**config.mk**
```make
export PLATFORM = sky130hd
export DESIGN_NAME = shape_compute_engine
export DESIGN_NICKNAME = d
export VERILOG_FILES = /design/src/rtl/shape_compute_engine.sv
export SDC_FILE = /design/constraint.sdc
export NUM_CORES = 1
export LEC_CHECK = 0
export BUFFER_PORTS_ARGS = -buffer_cell sky130_fd_sc_hd__buf_4
export CORE_MARGIN = 2
export CORE_UTILIZATION = 52
export CTS_CLUSTER_SIZE = 24
export DETAILED_ROUTE_END_ITERATION = 10
export GPL_TIMING_DRIVEN = 1
export PLACE_DENSITY = 0.78
export SETUP_SLACK_MARGIN = 0.4
export SYNTH_ARGS = -nofsm -noshare
export SYNTH_HDL_FRONTEND = slang
export SYNTH_SLANG_ARGS = --single-unit
```
**constraint.sdc**
```tcl
create_clock -name clk -period 5.1 [get_ports clk]
set_clock_uncertainty 0.05 [all_clocks]
set_input_delay 0.51 -clock clk [delete_from_list [all_inputs] [get_ports clk]]
set_output_delay 0.51 -clock clk [all_outputs]
set_load 0.02 [all_outputs]
```
**src/rtl/shape_compute_engine.sv**
```systemverilog
// Shape arithmetic engine: decodes a CTRL shape/operation command, computes perimeter, area or a
// shape predicate (multiplies via a serial shift-add unit) and returns it over valid/ready.
module shape_compute_engine #(
    parameter int DATA_W = 16,
    parameter int COEF_W = 11
) (
    input  logic              clk,
    input  logic              rst,
    input  logic              cmd_valid,
    output logic              cmd_ready,
    input  logic [2:0]        cmd_shape,
    input  logic [6:0]        cmd_operation,
    input  logic [DATA_W-1:0] cmd_a,
    input  logic [DATA_W-1:0] cmd_b,
    input  logic [DATA_W-1:0] cmd_c,
    output logic              res_valid,
    input  logic              res_ready,
    output logic [31:0]       res_data,
    output logic              res_error,
    output logic              res_overflow,
    output logic              busy
);

    localparam int ACC_W = 2 * DATA_W + COEF_W;
    localparam int CNT_W = $clog2(DATA_W);

    localparam logic [COEF_W-1:0] PI_Q8     = COEF_W'(804);
    localparam logic [COEF_W-1:0] TWO_PI_Q8 = COEF_W'(1608);

    localparam logic [2:0] SHAPE_CIRCLE    = 3'd1;
    localparam logic [2:0] SHAPE_RECTANGLE = 3'd2;
    localparam logic [2:0] SHAPE_TRIANGLE  = 3'd3;

    localparam logic [6:0] OP_PERIMETER      = 7'd1;
    localparam logic [6:0] OP_AREA           = 7'd2;
    localparam logic [6:0] OP_IS_SQUARE      = 7'd3;
    localparam logic [6:0] OP_IS_EQUILATERAL = 7'd4;
    localparam logic [6:0] OP_IS_ISOSCELES   = 7'd5;

    localparam logic [CNT_W-1:0] MUL1_LAST = CNT_W'(DATA_W - 1);
    localparam logic [CNT_W-1:0] MUL2_LAST = CNT_W'(COEF_W - 1);

    typedef enum logic [1:0] {IDLE, MUL1, MUL2, DONE} state_t;

    state_t             state, state_nx;
    logic [CNT_W-1:0]   cnt;
    logic               circ_q, circ_area_q;
    logic [ACC_W-1:0]   acc, mcand, acc_next;
    logic [DATA_W-1:0]  mplier;

    logic               dec_err, dec_mul, dec_circ, dec_circ_area;
    logic [31:0]        dec_data;
    logic [DATA_W-1:0]  dec_mcand, dec_mplier;

    // Drop the Q.8 fraction; anything left above bit 31 saturates.
    function automatic logic [32:0] scale_sat(input logic [ACC_W-1:0] prod);
        logic [ACC_W-1:0] sh;
        sh = prod >> 8;
        if (|sh[ACC_W-1:32])
            scale_sat = {1'b1, 32'hFFFF_FFFF};
        else
            scale_sat = {1'b0, sh[31:0]};
    endfunction

    // Command decode: single-pass results, error detection and multiplier operand selection.
    always_comb begin
        dec_err       = 1'b0;
        dec_mul       = 1'b0;
        dec_circ      = 1'b0;
        dec_circ_area = 1'b0;
        dec_data      = '0;
        dec_mcand     = '0;
        dec_mplier    = '0;
        case (cmd_shape)
            SHAPE_CIRCLE: begin
                dec_err = (cmd_a == '0);
                case (cmd_operation)
                    OP_PERIMETER: begin
                        dec_mul    = 1'b1;
                        dec_circ   = 1'b1;
                        dec_mcand  = DATA_W'(TWO_PI_Q8);
                        dec_mplier = cmd_a;
                    end
                    OP_AREA: begin
                        dec_mul       = 1'b1;
                        dec_circ      = 1'b1;
                        dec_circ_area = 1'b1;
                        dec_mcand     = cmd_a;
                        dec_mplier    = cmd_a;
                    end
                    default: dec_err = 1'b1;
                endcase
            end
            SHAPE_RECTANGLE: begin
                dec_err = (cmd_a == '0) || (cmd_b == '0);
                case (cmd_operation)
                    OP_PERIMETER: dec_data = (32'(cmd_a) + 32'(cmd_b)) << 1;
                    OP_AREA: begin
                        dec_mul    = 1'b1;
                        dec_mcand  = cmd_a;
                        dec_mplier = cmd_b;
                    end
                    OP_IS_SQUARE: dec_data = {31'b0, cmd_a == cmd_b};
                    default:      dec_err  = 1'b1;
                endcase
            end
            SHAPE_TRIANGLE: begin
                dec_err = (cmd_a == '0) || (cmd_b == '0) || (cmd_c == '0);
                case (cmd_operation)
                    OP_PERIMETER:      dec_data = 32'(cmd_a) + 32'(cmd_b) + 32'(cmd_c);
                    OP_IS_EQUILATERAL: dec_data = {31'b0, (cmd_a == cmd_b) && (cmd_b == cmd_c)};
                    OP_IS_ISOSCELES:   dec_data = {31'b0, (cmd_a == cmd_b) || (cmd_b == cmd_c) ||
                                                          (cmd_a == cmd_c)};
                    default:           dec_err  = 1'b1;
                endcase
            end
            default: dec_err = 1'b1;
        endcase
        if (dec_err) begin
            dec_mul       = 1'b0;
            dec_circ      = 1'b0;
            dec_circ_area = 1'b0;
            dec_data      = '0;
        end
    end

    assign acc_next = acc + (mplier[0] ? mcand : '0);

    always_comb begin
        state_nx = state;
        case (state)
            IDLE: if (cmd_valid) state_nx = dec_mul ? MUL1 : DONE;
            MUL1: if (cnt == MUL1_LAST) state_nx = circ_area_q ? MUL2 : DONE;
            MUL2: if (cnt == MUL2_LAST) state_nx = DONE;
            DONE: if (res_ready) state_nx = IDLE;
            default: state_nx = IDLE;
        endcase
    end

    assign cmd_ready = (state == IDLE);
    assign busy      = (state != IDLE);
    assign res_valid = (state == DONE);

    always_ff @(posedge clk or posedge rst) begin
        if (rst) begin
            state        <= IDLE;
            cnt          <= '0;
            circ_q       <= 1'b0;
            circ_area_q  <= 1'b0;
            res_data     <= '0;
            res_error    <= 1'b0;
            res_overflow <= 1'b0;
        end else begin
            state <= state_nx;
            case (state)
                IDLE: begin
                    if (cmd_valid) begin
                        cnt         <= '0;
                        circ_q      <= dec_circ;
                        circ_area_q <= dec_circ_area;
                        if (!dec_mul) begin
                            res_data     <= dec_data;
                            res_error    <= dec_err;
                            res_overflow <= 1'b0;
                        end
                    end
                end
                MUL1: begin
                    cnt <= (cnt == MUL1_LAST) ? '0 : cnt + 1'b1;
                    if (cnt == MUL1_LAST && !circ_area_q) begin
                        res_error <= 1'b0;
                        if (circ_q) begin
                            {res_overflow, res_data} <= scale_sat(acc_next);
                        end else begin
                            res_overflow <= 1'b0;
                            res_data     <= acc_next[31:0];
                        end
                    end
                end
                MUL2: begin
                    cnt <= cnt + 1'b1;
                    if (cnt == MUL2_LAST) begin
                        res_error                <= 1'b0;
                        {res_overflow, res_data} <= scale_sat(acc_next);
                    end
                end
                default: ;
            endcase
        end
    end

    // Serial multiplier: one multiplier bit per cycle, LSB first; second pass multiplies by pi.
    always_ff @(posedge clk) begin
        case (state)
            IDLE: begin
                if (cmd_valid) begin
                    acc    <= '0;
                    mcand  <= ACC_W'(dec_mcand);
                    mplier <= dec_mplier;
                end
            end
            MUL1: begin
                if (cnt == MUL1_LAST && circ_area_q) begin
                    acc    <= '0;
                    mcand  <= ACC_W'(acc_next[2*DATA_W-1:0]);
                    mplier <= DATA_W'(PI_Q8);
                end else begin
                    acc    <= acc_next;
                    mcand  <= mcand << 1;
                    mplier <= mplier >> 1;
                end
            end
            MUL2: begin
                acc    <= acc_next;
                mcand  <= mcand << 1;
                mplier <= mplier >> 1;
            end
            default: ;
        endcase
    end

endmodule

```
# --- After elaboration in Yosys (flattened, before gate mapping) ---
# Cells that the tools add are included.
totals:
  ff_bits: 144
  output_inout_bits: 37
classes:
  addsub: 4
  eq_ne: 22
  mux: 60
  n_reduce_logical: 22
ops:
  columns: ["operator", "count"]
  rows:
  - ["case mux 43 bit (3 select lines)", 2]
  - ["two-way mux 43 bit", 5]
  - ["two-way mux 32 bit", 6]
  - ["case mux 16 bit (2 select lines)", 3]
  - ["case mux 32 bit (3 select lines)", 1]
  - ["case mux 18 bit (2 select lines)", 2]
  - ["two-way mux 16 bit", 4]
  - ["case mux 18 bit (3 select lines)", 1]
  - ["equality test 16 bit", 3]
  - ["zero test 16 bit", 3]
  - ["case mux 16 bit (3 select lines)", 1]
  - ["adder 43 bit", 1]
  - ["two-way mux 33 bit", 1]
  - ["two-way mux 1 bit", 20]
  - ["adder 17 x 16 -> 18 bit", 1]
  - ["adder 16 x 16 -> 17 bit", 1]
  - ["two-way mux 15 bit", 1]
  - ["equality test 7 x 2 -> 1 bit, second input constant", 2]
  - ["equality test 7 x 3 -> 1 bit, second input constant", 2]
  - ["case mux 4 bit (3 select lines)", 1]
  - ["two-way mux 2 bit", 5]
  - ["!= test 2 bit, second input constant", 5]
  - ["case mux 1 bit (3 select lines)", 3]
  - ["OR reduction 3 bit", 3]
  - ["21 further kinds", 31]

# --- Logic depth before layout (Yosys ltp) ---
logic_depth:
  depth_word: 9
  depth_mapped: 19
  depth_no_buf: 19

# --- Worst setup path before layout ---
# No wires, ideal clock.
synth_timing:
  path_kind: "flip-flop to flip-flop"
  startpoint: "reg state[0]"
  endpoint: "reg res_data[9]"
  arrival_time_ns: 4.666
  t_required_ns: 4.910
  slack_ns: 0.243
  stages_incl_launch_ff: 15
  n_path_buf: 4
  period_less_slack_ns: 4.857
  cell_sequence: "dfrtp_1 > inv_1 > ha_1 > nor2b_1 > or2_2 > clkbuf_1 > inv_1 > o211ai_1 > inv_1 > o41ai_4 > buf_6 > buf_6 > buf_2 > a21oi_1 > o221ai_1"
synth_via:
  elab_chain_len: 3
synth_rtl:
  columns: ["item", "line_no", "source"]
  rows:
  - ["start: declaration", "45", "state_t state, state_nx;"]
  - ["start signal: assignment", "154", "state <= state_nx;"]
  - ["zero test 2 bit (*)", null, null]
  - ["net cmd_ready", "10", "output logic cmd_ready,"]
  - ["!= test 2 bit (no line) / nonzero test 3 bit (equally long branches)", null, null]
  - ["AND reduction 5 bit (no line)", null, null]
  - ["end signal: assignment", "162", "res_data <= dec_data;"]
  - ["end signal: assignment", "173", "{res_overflow, res_data} <= scale_sat(acc_next);"]
  - ["end signal: assignment", "176", "res_data <= acc_next[31:0];"]
  - ["end: declaration", "18", "output logic [31:0] res_data,"]
# The timed path passes the listed nets; every way through them passes the cells marked *.
# A chain may end at the register's enable or synchronous reset.

# --- Worst setup path in the final report ---
layout_timing:
  startpoint: "reg mplier[0]"
  endpoint: "reg res_data[18]"
layout_via:
  elab_chain_len: 7
layout_rtl:
  columns: ["item", "line_no", "source"]
  rows:
  - ["start: declaration", "49", "logic [DATA_W-1:0] mplier;"]
  - ["start signal: assignment", "199", "mplier <= dec_mplier;"]
  - ["start signal: assignment", "206", "mplier <= DATA_W'(PI_Q8);"]
  - ["start signal: assignment", "210", "mplier <= mplier >> 1;"]
  - ["two-way mux 43 bit (*)", "127", "assign acc_next = acc + (mplier[0] ? mcand : '0);"]
  - ["adder 43 bit (*)", "127", null]
  - ["OR reduction 3 bit", "59", "if (|sh[ACC_W-1:32])"]
  - ["two-way mux 33 bit", "59", null]
  - ["two-way mux 32 bit", "172", "if (circ_q) begin"]
  - ["two-way mux 32 bit", "170", "if (cnt == MUL1_LAST && !circ_area_q) begin"]
  - ["case mux 32 bit (3 select lines) (*)", "155", "case (state)"]
# Every way passes the cells marked *; elsewhere a longest branch is shown, timed or not. The select of a mux whose other input is x is not followed.

==> reports/results.ini <==
[run_status]
status = finished clean

[cells_and_area]
fin_cells = 1748
area_growth_pct = 12.9
drive_above_1_share_pct = 12.4
finalInstanceArea_sq_mm = 0.0136
postLayoutCoreUtil_pct = 59.9
final_nets = 1596
antenna_cells = 0

[routing]
vias = 11567
drtIter0Drc = 1332
route.detailed.drc = 0
ant_nets = 0
dr.pass1.iters = 6
wl_microns = 38200
via_per_inst = 6.62
wl_per_cell_microns = 21.9

[setup_path]
path_class = register to register
r2r_setup_slack_ns = 0.76
start_kind = register
worstReg2RegStart = mplier[0]
slowest_stage = or3_1
endpoint_kind = register
r2r_end = res_data[18]
critical_path.max_fanout = 40
worstPathArrival_ns = 4.57
required_ns = 5.33
critical_path.max_stage_delay_ns = 0.81
reg2reg_depth = 11
cp_cell_sequence = buf_4, and2_1, ha_1, a21oi_1, o21a_1, o21ai_0, a31oi_1, a21oi_1, or3_1, a21oi_2, a31oi_1

[sta]
timing.hold.ws_ns = 0.277
setup_violations = 0
min_period_ns = 4.34
fin_crit_sh_pct = 85.1
tightestPinTransition_ns = 1.10
setup_tns_ns = 0
slew_violations = 0
finalHoldViolCount = 0
maxSlewHeadroom_pct = 26.9
grt_setup_unrepaired = no
max_freq_mhz = 230

[synth]
synth_commonest_cells = 156 x nand2_1, 108 x o21ai_0, 104 x nor2_1
synth_top_cell_by_area = edfxtp_1
yosysTopAreaCellShare_pct = 25.4
ys_ff_latch = 144
synth-edff-count = 102
ys_async_sr_fraction_pct = 29.2
ys_types = 76
synth_cells = 1383
netlist_area_sq_mm = 0.0120
syn-num-nets = 1529
synth_area_leaders = edfxtp_1 25%, dfrtp_1 8.7%, ha_1 8.4%
synth_ff_type = edfxtp_1
ys_warn_count = 0
syn_area_per_cell_sq_um = 8.71
synth-seq-area-share_pct = 34.1
synth_most_common_cell = nand2_1

[global_routing]
grt_pass1_wl_microns = 60100
antenna_found_initial = 0
grt_overflow = 0
grt_usage_pct = 31.8
grt_pass1_vias = 10793
grt_max_degree = 68

[clock_network]
cts_max_path_buffers = 2
cts_repair_resize_count = 0
cts_max_level = 4
cts_buffers = 17
cts_setup_buffers = 0
cts_tree = built
root_buffer = clkbuf_16
clk_latency_ns = 0.44
cts.clk_slew.worst_paths_ns = 0.07
hold_buffers = 0
cts.sinks = 144

[power]
powerDensity_mw_per_mm2 = 608
peakVddDrop_v = 0.000308
leakage_nw = 5.50

[floorplan]
die_width_microns = 156
row_count = 55
start_util_pct = 53.1
core_area_sq_mm = 0.0227
fp.dieH_microns = 156
die_area_sq_mm = 0.0244
io_pins = 99

[placed_design]
numPortBuffers = 98
dp.cells = 1716
gp_congestion = 0.984
dp_hpwl_microns = 28100
place_area_sq_mm = 0.0130

[flow_run]
cap_violations = 0

[min_path]
hp-class = input pin to asynchronous set/reset pin

state kept, by name, indices dropped and copies added (netlist names):
name          cells
mplier           16
mcand            43
cnt               4
circ_area_q       1
state             2
res_data         32
res_overflow      1
circ_q            1
acc              43
res_error         1
metal layers:
layer / global-route usage [%] / wire (microns) / up-vias
met2: 50.1 / 17100 / 675
met5: 0 / 0 / -
met4: 8.56 / 967 / 0
met1: 45.1 / 16000 / 5511
met3: 5.82 / 4200 / 76
li1: - / - / 5305
area by class of cell:
| class | count | area (sq um) |
|---|---|---|
| Clock buffer | 17 | 425 |
| Clock inverter | 15 | 174 |
| Fill cell | 1936 | 9110 |
| Inverter | 39 | 150 |
| Multi-Input combinational cell | 1129 | 7480 |
| Sequential cell | 144 | 4110 |
| Tap cell | 285 | 357 |
| Timing Repair Buffer | 119 | 893 |
stage by stage:
step / worst slack (ns) / power [mW]
after floorplan: 0.923 / 5.47
after global placement: 0.705 / 6.75
after global routing: 0.455 / 8.77
after CTS: 0.851 / 8.16
final: 0.760 / 8.27
after detailed placement: 0.615 / 6.84
cells in the final DEF, fill, tap and decap left out, types with 42 or more instances in the layout:
master    count
nand2_1     156
ha_1         81
xnor2_1      71
nor2_1      104
dfrtp_1      42
edfxtp_1    102
a21oi_1      79
and2_1       67
buf_4       119
o21ai_0     106
how the worst max path moves through the flow:
stage,from,endpoint,slack [ns],cells after the start
after floorplan,state[0],res_data[20],0.92,14
after global placement,cmd_a[0],res_data[15],0.71,19
after detailed placement,cmd_a[0],res_data[15],0.61,19
after CTS,mplier[0],res_data[18],0.85,12
after global routing,mplier[0],res_data[20],0.46,12
final,mplier[0],res_data[18],0.76,11
power breakdown:
part / internal, mW / total, mW / switching (mW)
combinational: 1.55 / 4.72 / 3.17
sequential: 1.97 / 2.25 / 0.276
clock: 0.736 / 1.30 / 0.568
cell families after synthesis:
group           after synthesis  synth area share (%)
flops                       144                  34.1
buf+inv                     110                  3.86
simple gates                483                  19.6
xor+xnor                     95                  6.91
mux                          20                  1.70
compound gates              447                  24.9
fa+ha+maj                    84                  8.91
critical path, delay by kind of cell (launching register included):
family | cells | cell delay (ns)
adder cells (fa/ha/maj) | 1 | 0.37
flip-flops | 1 | 0.43
buffers and inverters | 1 | 0.28
AND/OR/NAND/NOR | 2 | 1.00
AO/OA/AOI/OAI | 7 | 2.01
(Power assumes the default switching activity.)
